==> src/rtl/bcd_serial_adder.sv <==
// rtl/bcd_serial_adder.sv - packed-BCD adder, one digit per clock, LSD first, start/done handshake
// Optional non-BCD input detection on err: BCD_INVALID_CHECK_EN
module bcd_serial_adder #(
    parameter int NDIG = 4
) (
    input  logic              clk,
    input  logic              rst,
    input  logic              start,
    input  logic [4*NDIG-1:0] a,
    input  logic [4*NDIG-1:0] b,
    input  logic              cin,
    output logic [4*NDIG-1:0] sum,
    output logic              cout,
    output logic              busy,
    output logic              done,
    output logic              err
);

    localparam int IW = (NDIG > 1) ? $clog2(NDIG) : 1;

    typedef enum logic [1:0] {
        IDLE = 2'd0,
        RUN  = 2'd1,
        DONE = 2'd2
    } state_t;

    state_t              state_q, state_d;
    logic [IW-1:0]       idx_q, idx_d;
    logic                carry_q, carry_d;
    logic [4*NDIG-1:0]   a_q, a_d;
    logic [4*NDIG-1:0]   b_q, b_d;
    logic [4*NDIG-1:0]   sum_q, sum_d;
    logic                cout_q, cout_d;
    logic                busy_q, busy_d;
    logic                done_q, done_d;

    logic [3:0]          a_dig, b_dig, s_dig;
    logic [4:0]          t;
    logic                c_next;

`ifdef BCD_INVALID_CHECK_EN
    logic                err_q, err_d;

    function automatic logic has_bad_digit(input logic [4*NDIG-1:0] v);
        logic bad;
        bad = 1'b0;
        for (int i = 0; i < NDIG; i++) begin
            if (v[4*i +: 4] > 4'd9) bad = 1'b1;
        end
        return bad;
    endfunction
`endif

    always_comb begin
        state_d = state_q;
        idx_d   = idx_q;
        carry_d = carry_q;
        a_d     = a_q;
        b_d     = b_q;
        sum_d   = sum_q;
        cout_d  = cout_q;
        busy_d  = busy_q;
        done_d  = 1'b0;
`ifdef BCD_INVALID_CHECK_EN
        err_d   = err_q;
`endif

        a_dig = a_q[int'(idx_q)*4 +: 4];
        b_dig = b_q[int'(idx_q)*4 +: 4];
        t     = {1'b0, a_dig} + {1'b0, b_dig} + {4'b0, carry_q};
        // Decimal correction: adding 6 modulo 16 skips the six unused codes.
        if (t > 5'd9) begin
            s_dig  = t[3:0] + 4'd6;
            c_next = 1'b1;
        end else begin
            s_dig  = t[3:0];
            c_next = 1'b0;
        end

        case (state_q)
            RUN: begin
                sum_d[int'(idx_q)*4 +: 4] = s_dig;
                carry_d = c_next;
                idx_d   = idx_q + 1'b1;
                if (idx_q == IW'(NDIG - 1)) begin
                    cout_d  = c_next;
                    idx_d   = '0;
                    state_d = DONE;
                    busy_d  = 1'b0;
                    done_d  = 1'b1;
                end
            end
            IDLE, DONE: begin
                if (start) begin
                    a_d     = a;
                    b_d     = b;
                    carry_d = cin;
                    idx_d   = '0;
                    sum_d   = '0;
                    cout_d  = 1'b0;
                    state_d = RUN;
                    busy_d  = 1'b1;
`ifdef BCD_INVALID_CHECK_EN
                    err_d   = has_bad_digit(a) | has_bad_digit(b);
`endif
                end else if (state_q == DONE) begin
                    state_d = IDLE;
                end
            end
            default: begin
                state_d = IDLE;
                busy_d  = 1'b0;
            end
        endcase
    end

    always_ff @(posedge clk) begin
        if (rst) begin
            state_q <= IDLE;
            idx_q   <= '0;
            carry_q <= 1'b0;
            a_q     <= '0;
            b_q     <= '0;
            sum_q   <= '0;
            cout_q  <= 1'b0;
            busy_q  <= 1'b0;
            done_q  <= 1'b0;
`ifdef BCD_INVALID_CHECK_EN
            err_q   <= 1'b0;
`endif
        end else begin
            state_q <= state_d;
            idx_q   <= idx_d;
            carry_q <= carry_d;
            a_q     <= a_d;
            b_q     <= b_d;
            sum_q   <= sum_d;
            cout_q  <= cout_d;
            busy_q  <= busy_d;
            done_q  <= done_d;
`ifdef BCD_INVALID_CHECK_EN
            err_q   <= err_d;
`endif
        end
    end

    assign sum  = sum_q;
    assign cout = cout_q;
    assign busy = busy_q;
    assign done = done_q;
`ifdef BCD_INVALID_CHECK_EN
    assign err  = err_q;
`else
    assign err  = 1'b0;
`endif

endmodule

==> config.mk <==
export PLATFORM = sky130hd
export DESIGN_NAME = bcd_serial_adder
export DESIGN_NICKNAME = d
export VERILOG_FILES = /design/src/rtl/bcd_serial_adder.sv
export SDC_FILE = /design/constraint.sdc
export NUM_CORES = 1
export LEC_CHECK = 0
export ABC_AREA = 1
export CORE_ASPECT_RATIO = 1.75
export CORE_MARGIN = 2
export CORE_UTILIZATION = 51
export CTS_CLUSTER_SIZE = 8
export DETAILED_ROUTE_END_ITERATION = 8
export GPL_TIMING_DRIVEN = 0
export PLACE_DENSITY = 0.91
export RECOVER_POWER = 100
export SYNTH_ARGS = -nofsm -noshare
export SYNTH_HDL_FRONTEND = slang
export SYNTH_SLANG_ARGS = --single-unit
export TNS_END_PERCENT = 50
==> constraint.sdc <==
create_clock -name clk -period 3.9 [get_ports clk]
set_input_delay 0.78 -clock clk [delete_from_list [all_inputs] [get_ports clk]]
set_output_delay 0.78 -clock clk [all_outputs]
set_load 0.01 [all_outputs]
==> out/metrics.yaml, run 1 <==
rows: 35
period_minus_slack_ps: 3634
ys_ff_latch: 56
violations: "design-rule violations"
cp.arrival_ps: 3890
maxSlewViolCount: 0
core_area_um2: 5167
hold_end: "sum[2]"
critPathSlowestCell: "fa_1"
routedWlPerCell_um: 14.68
rsz0062_at_grt: "false"
relSlewSlack_pct: 66.58
crit_buf_inv: 5
finalClockSkew_ps: 12.09
fill_cells: 454
switching_share_pct: 36.11
gr-total-overflow: 0
synth_top_area_share_pct: 41.58
area_delta_synth_final_pct: 24.83
initial_core_util_pct: 52.18
ctsHoldBuffers: 0
grt_start_max_net_pins: 17
diodes: 0
cp-end-kind: "flip-flop"
clockBufferDepth: 2
worst_pin_slew_ps: 501.3
hpwl_mm: 5.282
finalHoldViolCount: 0
cpLargestDelayFamily: "adder cells"
cpPeakStageDelay_ps: 560
worstSkewPairLatency_ps: 320
p_comb_share_pct: 33.6
finalCritPeriodShare_pct: 93.18
fmax_mhz: 275.2
gp_congestion: 0.8713
vias_per_cell: 5.689
synth.distinct_cells: 34
syn_area_um2: 2696
drive_gt1_share_pct: 7.674
numClockSinks: 56
dr.pass1.iters: 7
vias: 2759
wl_mm: 7.121
regToRegEndpoint: "sum[5]"
p_int_uw: 917.6
cp_cell_sequence: "clkbuf_2, clkinvlp_4, buf_2, nor2_1, o22ai_1, fa_1, fa_1, inv_1, ha_1, inv_1, nor2_1, a21oi_2, nand2_2, nand2_4, nand2_1, nand2_1, nand4_1, a21oi_1"
post_cts_buffers: 0
timing.rr.start: "idx_q[0]"
dpl_cell_area_um2: 3306
power_per_cell_area_nw_per_um2: 426.7
synth_fp_nets: 414
path_clk_slew_ps: 100
antenna_found_initial: 0
drt_iter0_markers: 169
port_buffers: 54
avgSynthCellArea_um2: 7.327
critPathMaxFanout: 11
h-tree-depth: 2
power_frac_seq_pct: 44.4
crit_required_ps: 4150
synthCells: 368
synthTopCellsByArea: "dfxtp_1 (42%), nor2_1 (13%), o21ai_0 (10%)"
setup_viol: 0
pin_count: 56
cts_tree: "yes"
crit_type: "flip-flop to flip-flop"
yosys_warnings: 0
grt_pass1_vias: 2674
worstHoldPathCells: 2
nNetsFinal: 475
hp-class: "flip-flop to flip-flop"
leakagePower_uw: 0.001471
ir_worst_vdd_uv: 338.2
hold_start: "sum[2]"
final_area_um2: 3366
max_cap_viol_count: 0
worst_setup_path_start_kind: "flip-flop"
die_width_um: 58.97
cts_buffers: 5
p_sw_uw: 518.6
status: "finished with violations"
rr_worst_depth: 18
setup_tns_ps: 0
synth_seq_area_share_pct: 41.58
grt_pass1_wl_mm: 11.54
detail-route-antenna-nets: 0
synth_area_leader_cell: "dfxtp_1"
drc: 2
r2r_setup_slack_ps: 270
root_buffer: "clkbuf_8"
die_h_um: 100.2
die_area_um2: 5907
clkPwrFrac_pct: 22.0
grt_usage_pct: 25.52
## cell usage after synthesis
| library cell | n |
|---|---|
| a211oi_1 | 1 |
| a21oi_1 | 23 |
| a21oi_2 | 1 |
| a21oi_4 | 1 |
| and2_1 | 1 |
| buf_2 | 5 |
| buf_4 | 2 |
| buf_6 | 1 |
| clkbuf_1 | 8 |
| clkbuf_2 | 1 |
| clkbuf_4 | 2 |
| clkinv_1 | 1 |
| conb_1 | 1 |
| dfxtp_1 | 56 |
| fa_1 | 2 |
| ha_1 | 8 |
| inv_1 | 21 |
| inv_2 | 5 |
| inv_4 | 1 |
| nand2_1 | 29 |
| nand2_2 | 9 |
| nand2_4 | 2 |
| nand3_1 | 16 |
| nand3_2 | 1 |
| nand3b_1 | 1 |
| nand4_1 | 7 |
| nand4_2 | 2 |
| nor2_1 | 94 |
| nor2_4 | 1 |
| nor2_8 | 1 |
| nor3_1 | 1 |
| o21ai_0 | 54 |
| o21ai_1 | 1 |
| o22ai_1 | 8 |
## how the worst max path moves through the flow
stage / start / to / slack, ps / cells past startpoint
final: idx_q[0] / sum[5] / 270 / 18
after global routing: idx_q[0] / sum[9] / 40 / 18
after CTS: idx_q[0] / sum[7] / 310 / 19
after detailed placement: idx_q[0] / sum[7] / 330 / 19
after global placement: idx_q[0] / sum[15] / 420 / 19
after floorplan: idx_q[0] / sum[15] / 830 / 19
## worst min-delay path, cell delays in order, from the launching register on
cell and delay (ps):
dfxtp_1 310, nand2_1 60, a21oi_1 50
## layout by cell type, fill, tap and decap left out
| cell type | count |
|---|---|
| buf_2 | 2 |
| a21oi_1 | 23 |
| nor2_8 | 1 |
| inv_2 | 5 |
| nand4_1 | 7 |
| inv_1 | 21 |
| ha_1 | 8 |
| dlygate4sd3_1 | 21 |
| clkdlybuf4s50_1 | 33 |
| a21oi_2 | 1 |
| nand3b_1 | 1 |
| conb_1 | 1 |
| nand3_2 | 1 |
| inv_4 | 1 |
| o22ai_1 | 8 |
| nand2_4 | 1 |
| clkbuf_1 | 14 |
| nand2_2 | 5 |
| nor2_4 | 1 |
| o21ai_1 | 1 |
| fa_1 | 2 |
| nor3_1 | 1 |
| and2_1 | 1 |
| nand4_2 | 2 |
| clkbuf_8 | 5 |
| nand3_1 | 16 |
| o21ai_0 | 54 |
| dfxtp_1 | 56 |
| clkbuf_4 | 2 |
| clkbuf_2 | 1 |
| buf_4 | 2 |
| a21oi_4 | 1 |
| clkinvlp_4 | 1 |
| nand2_1 | 34 |
| nor2_1 | 94 |
| clkinv_4 | 1 |
| a211oi_1 | 1 |
## power by group through the flow
stage               logic [µW]  clock network [µW]  registers (µW)
global placement           462                   0             648
finish                     483                 316             637
global route               529                 334             640
CTS                        489                 312             637
detailed placement         485                   0             649
floorplan                  340                   0             646
## cells by family (layout without fill, tap and decap cells)
family	after synthesis	count (layout)	synth area share, %
buffers and inverters	47	109	7.749
adders and majority gates	10	10	5.197
DFF	56	56	41.58
AOI/OAI and AO/OA	89	89	17.54
other	1	1	0.1391
and+or+nand+nor	165	165	27.80
## area by class of cell
| cell class | count | area, µm² | share of cell area [%] |
|---|---|---|---|
| multi-input cells | 265 | 1349 | 40.07 |
| flip-flops and latches | 56 | 1121 | 33.31 |
| repair buffers | 54 | 540.5 | 16.06 |
| inverters | 28 | 111.4 | 3.309 |
| plain buffers | 19 | 90.09 | 2.677 |
| clock buffers | 7 | 76.32 | 2.268 |
| well taps | 55 | 68.82 | 2.045 |
| clock inverters | 1 | 8.758 | 0.2602 |
## routing by layer
| layer | global-route usage (%) | vias up | routed length [µm] |
|---|---|---|---|
| met5 | 0 | - | 0 |
| met4 | 19.23 | 0 | 583 |
| met3 | 4.381 | 51 | 370 |
| met2 | 46.07 | 146 | 3753 |
| met1 | 24.41 | 1233 | 2413 |
| li1 | - | 1329 | - |
## sequential cells by signal, indices dropped and copies added (netlist names)
register and cells:
a_q 16, b_q 16, busy 1, carry_q 1, cout 1, done 1
idx_q 2, state_q 2, sum 16
## stage by stage
step                power, µW  hold slack (ps)  instances  setup WS, ps  utilization [%]
floorplan               985.6            449.5        368         825.9                -
global placement         1110            451.4        477         421.2            63.97
detailed placement       1135            452.8        477         325.5            63.97
CTS                      1438            467.7        485         305.3            65.62
global route             1504            482.2        485         40.42            65.13
finish                   1436            462.8        485         265.8            65.13
## timing repair
action	in CTS	in global routing
gates resized for setup	0	1
hold endpoints to repair	0	0
setup endpoints to repair	0	3
Power figures use the tool's default switching activity.
==> inputs of run 2 (changes only) <==
Settings changed: CORE_MARGIN 2 to unset.
Clock period 3.9 ns to 4 ns, I/O delays scaled along.
==> out/metrics.yaml, run 2 (synthesis gave the netlist of run 1 again) <==
setup_viol: 0  # unchanged
cpPeakStageDelay_ps: 480  # -80 ps
multiInputGateArea_um2: 1354  # +0.37%
clockBufferDepth: 2  # unchanged
cp_cell_sequence: "clkbuf_2, clkinv_1, buf_2, nor2_1, o22ai_1, fa_1, fa_1, nand2_1, nand2_1, ha_1, inv_1, nor2_1, a21oi_2, nand2_2, nand2_4, nand2_2, nand4_2, nor2_1, nor2_1, nor2_1"
die_area_um2: 5593  # -5.3%
relSlewSlack_pct: 66.00  # -0.58 points
numClockSinks: 56  # unchanged
rows: 34  # -2.9%
area_delta_synth_final_pct: 26.78
routedWlPerCell_um: 14.21  # -3.2%
critPathSlowestCell: "fa_1"
vias_per_cell: 5.579  # -1.9%
gr-total-overflow: 0  # unchanged
nNetsFinal: 475  # unchanged
hold_slack_ps: 464.2  # +1.464 ps
violations: "design-rule violations"
max_cap_viol_count: 0  # unchanged
core_area_um2: 5020  # -2.9%
pin_count: 56  # unchanged
die_width_um: 56.97  # -3.4%
root_buffer: "clkbuf_8"
worstSkewPairLatency_ps: 330  # about the same
post_cts_buffers: 0  # unchanged
cp.arrival_ps: 3910  # +20 ps
status: "finished with violations"
leakagePower_uw: 0.001499  # +1.9%
antenna_found_initial: 0  # unchanged
cts.repair.resized: 0  # unchanged
fmax_mhz: 270.5  # -1.7%
setup_tns_ps: 0  # unchanged
grt_pass1_wl_mm: 11.39  # -1.3%
worst_setup_path_start_kind: "flip-flop"
port_buffers: 54  # unchanged
h-tree-depth: 2  # unchanged
cts_tree: "yes"
maxSlewViolCount: 0  # unchanged
critPathMaxFanout: 11  # unchanged
cp-end-kind: "flip-flop"
worst_pin_slew_ps: 510.1  # +8.743 ps
ctsHoldBuffers: 0  # unchanged
crit_top_cell: "nor2_1"
finalCritPeriodShare_pct: 92.43  # -0.75 points
detail-route-antenna-nets: 0  # unchanged
final_common_cell: "nor2_1"
crit_required_ps: 4220  # +70 ps
drive_gt1_share_pct: 8.372  # +0.70 points
power_per_cell_area_nw_per_um2: 451.4  # +5.8%
dr.pass1.iters: 7  # unchanged
hp-class: "flip-flop to flip-flop"
crit_type: "flip-flop to flip-flop"
fill_cells: 418  # -7.9%
grt_usage_pct: 26.65  # +1.1 points
initial_core_util_pct: 53.71  # +1.5 points
cts_buffers: 5  # unchanged
wl_mm: 6.876  # -3.4%
vias: 2700  # -2.1%
ir_worst_vdd_uv: 319.4  # -5.6%
hpwl_mm: 5.294  # +0.23%
grt_pass1_vias: 2625  # -1.8%
drt_iter0_markers: 108  # -36%
layout.cells.most_common_list: "nor2_1 (94), dfxtp_1 (56), o21ai_0 (54)"
gp_congestion: 0.8661  # -0.60%
diodes: 0  # unchanged
die_h_um: 98.19  # -2.0%
path_clk_slew_ps: 110  # about the same
regArea_um2: 1121  # unchanged
period_minus_slack_ps: 3697  # +63.06 ps
rsz0062_at_grt: "false"
drc: 10  # +8
grt_start_max_net_pins: 19  # +2
finalClockSkew_ps: 15.19  # +3.104 ps
finalHoldViolCount: 0  # unchanged
-- run 2: changes by cell type in the layout (fill, tap and decap cells not counted), sizes merged --
cell	previous run	this run
bufinv	0	2
clkbuf	22	20
clkinvlp	1	0
inv	27	28
-- run 2: stage by stage --
step / worst slack (ps) / cells / utilization [%] / total power [µW] / area, µm²
floorplan: 925.9 / 368 / - / 960.9 / 2696
finish: 302.7 / 484 / 68.10 / 1543 / 3418
detailed placement: 404.4 / 476 / 65.83 / 1108 / 3304
global route: 47.69 / 484 / 68.10 / 1621 / 3418
CTS: 375.2 / 484 / 68.57 / 1549 / 3442
global placement: 537.1 / 476 / 65.83 / 1089 / 3304
-- run 2: final timing paths --
| check | startpoint | end | slack [ps] | cells past startpoint |
|---|---|---|---|---|
| max reg2reg | idx_q[0] | sum[15] | 300 | 20 |
| min | sum[1] | sum[1] | 460 | 2 |
| max | idx_q[0] | sum[15] | 300 | 20 |
| min reg2reg | sum[1] | sum[1] | 460 | 2 |
-- run 2: report_power, final --
group,total [µW],internal (µW),switching [µW]
combinational,472,176,296
clock,450,252,198
sequential,621,597,23.8
-- run 2: layout make-up --
class | instances | area share (%)
Buffer | 19 | 2.635
Clock buffer | 5 | 2.013
Clock inverter | 3 | 2.013
Inverter | 28 | 3.148
Multi-Input combinational cell | 265 | 39.60
Sequential cell | 56 | 32.80
Tap cell | 54 | 1.977
Timing Repair Buffer | 54 | 15.81
-- run 2: metal layers --
metal	wire length [µm]	global-route usage, %	share of wire, %	up-vias
met5	0	0	0	-
met4	443	20.45	6.4	0
met3	330	5.430	4.8	36
met2	3732	48.05	54	115
met1	2370	25.36	34	1217
li1	-	-	-	1332
-- run 2: critical path, delay by kind of cell, from the launching register on --
family	cells	cell delay, ps
compound gates	2	250
simple gates	11	940
buf+inv	4	850
fa+ha+maj	3	1140
flops	1	390
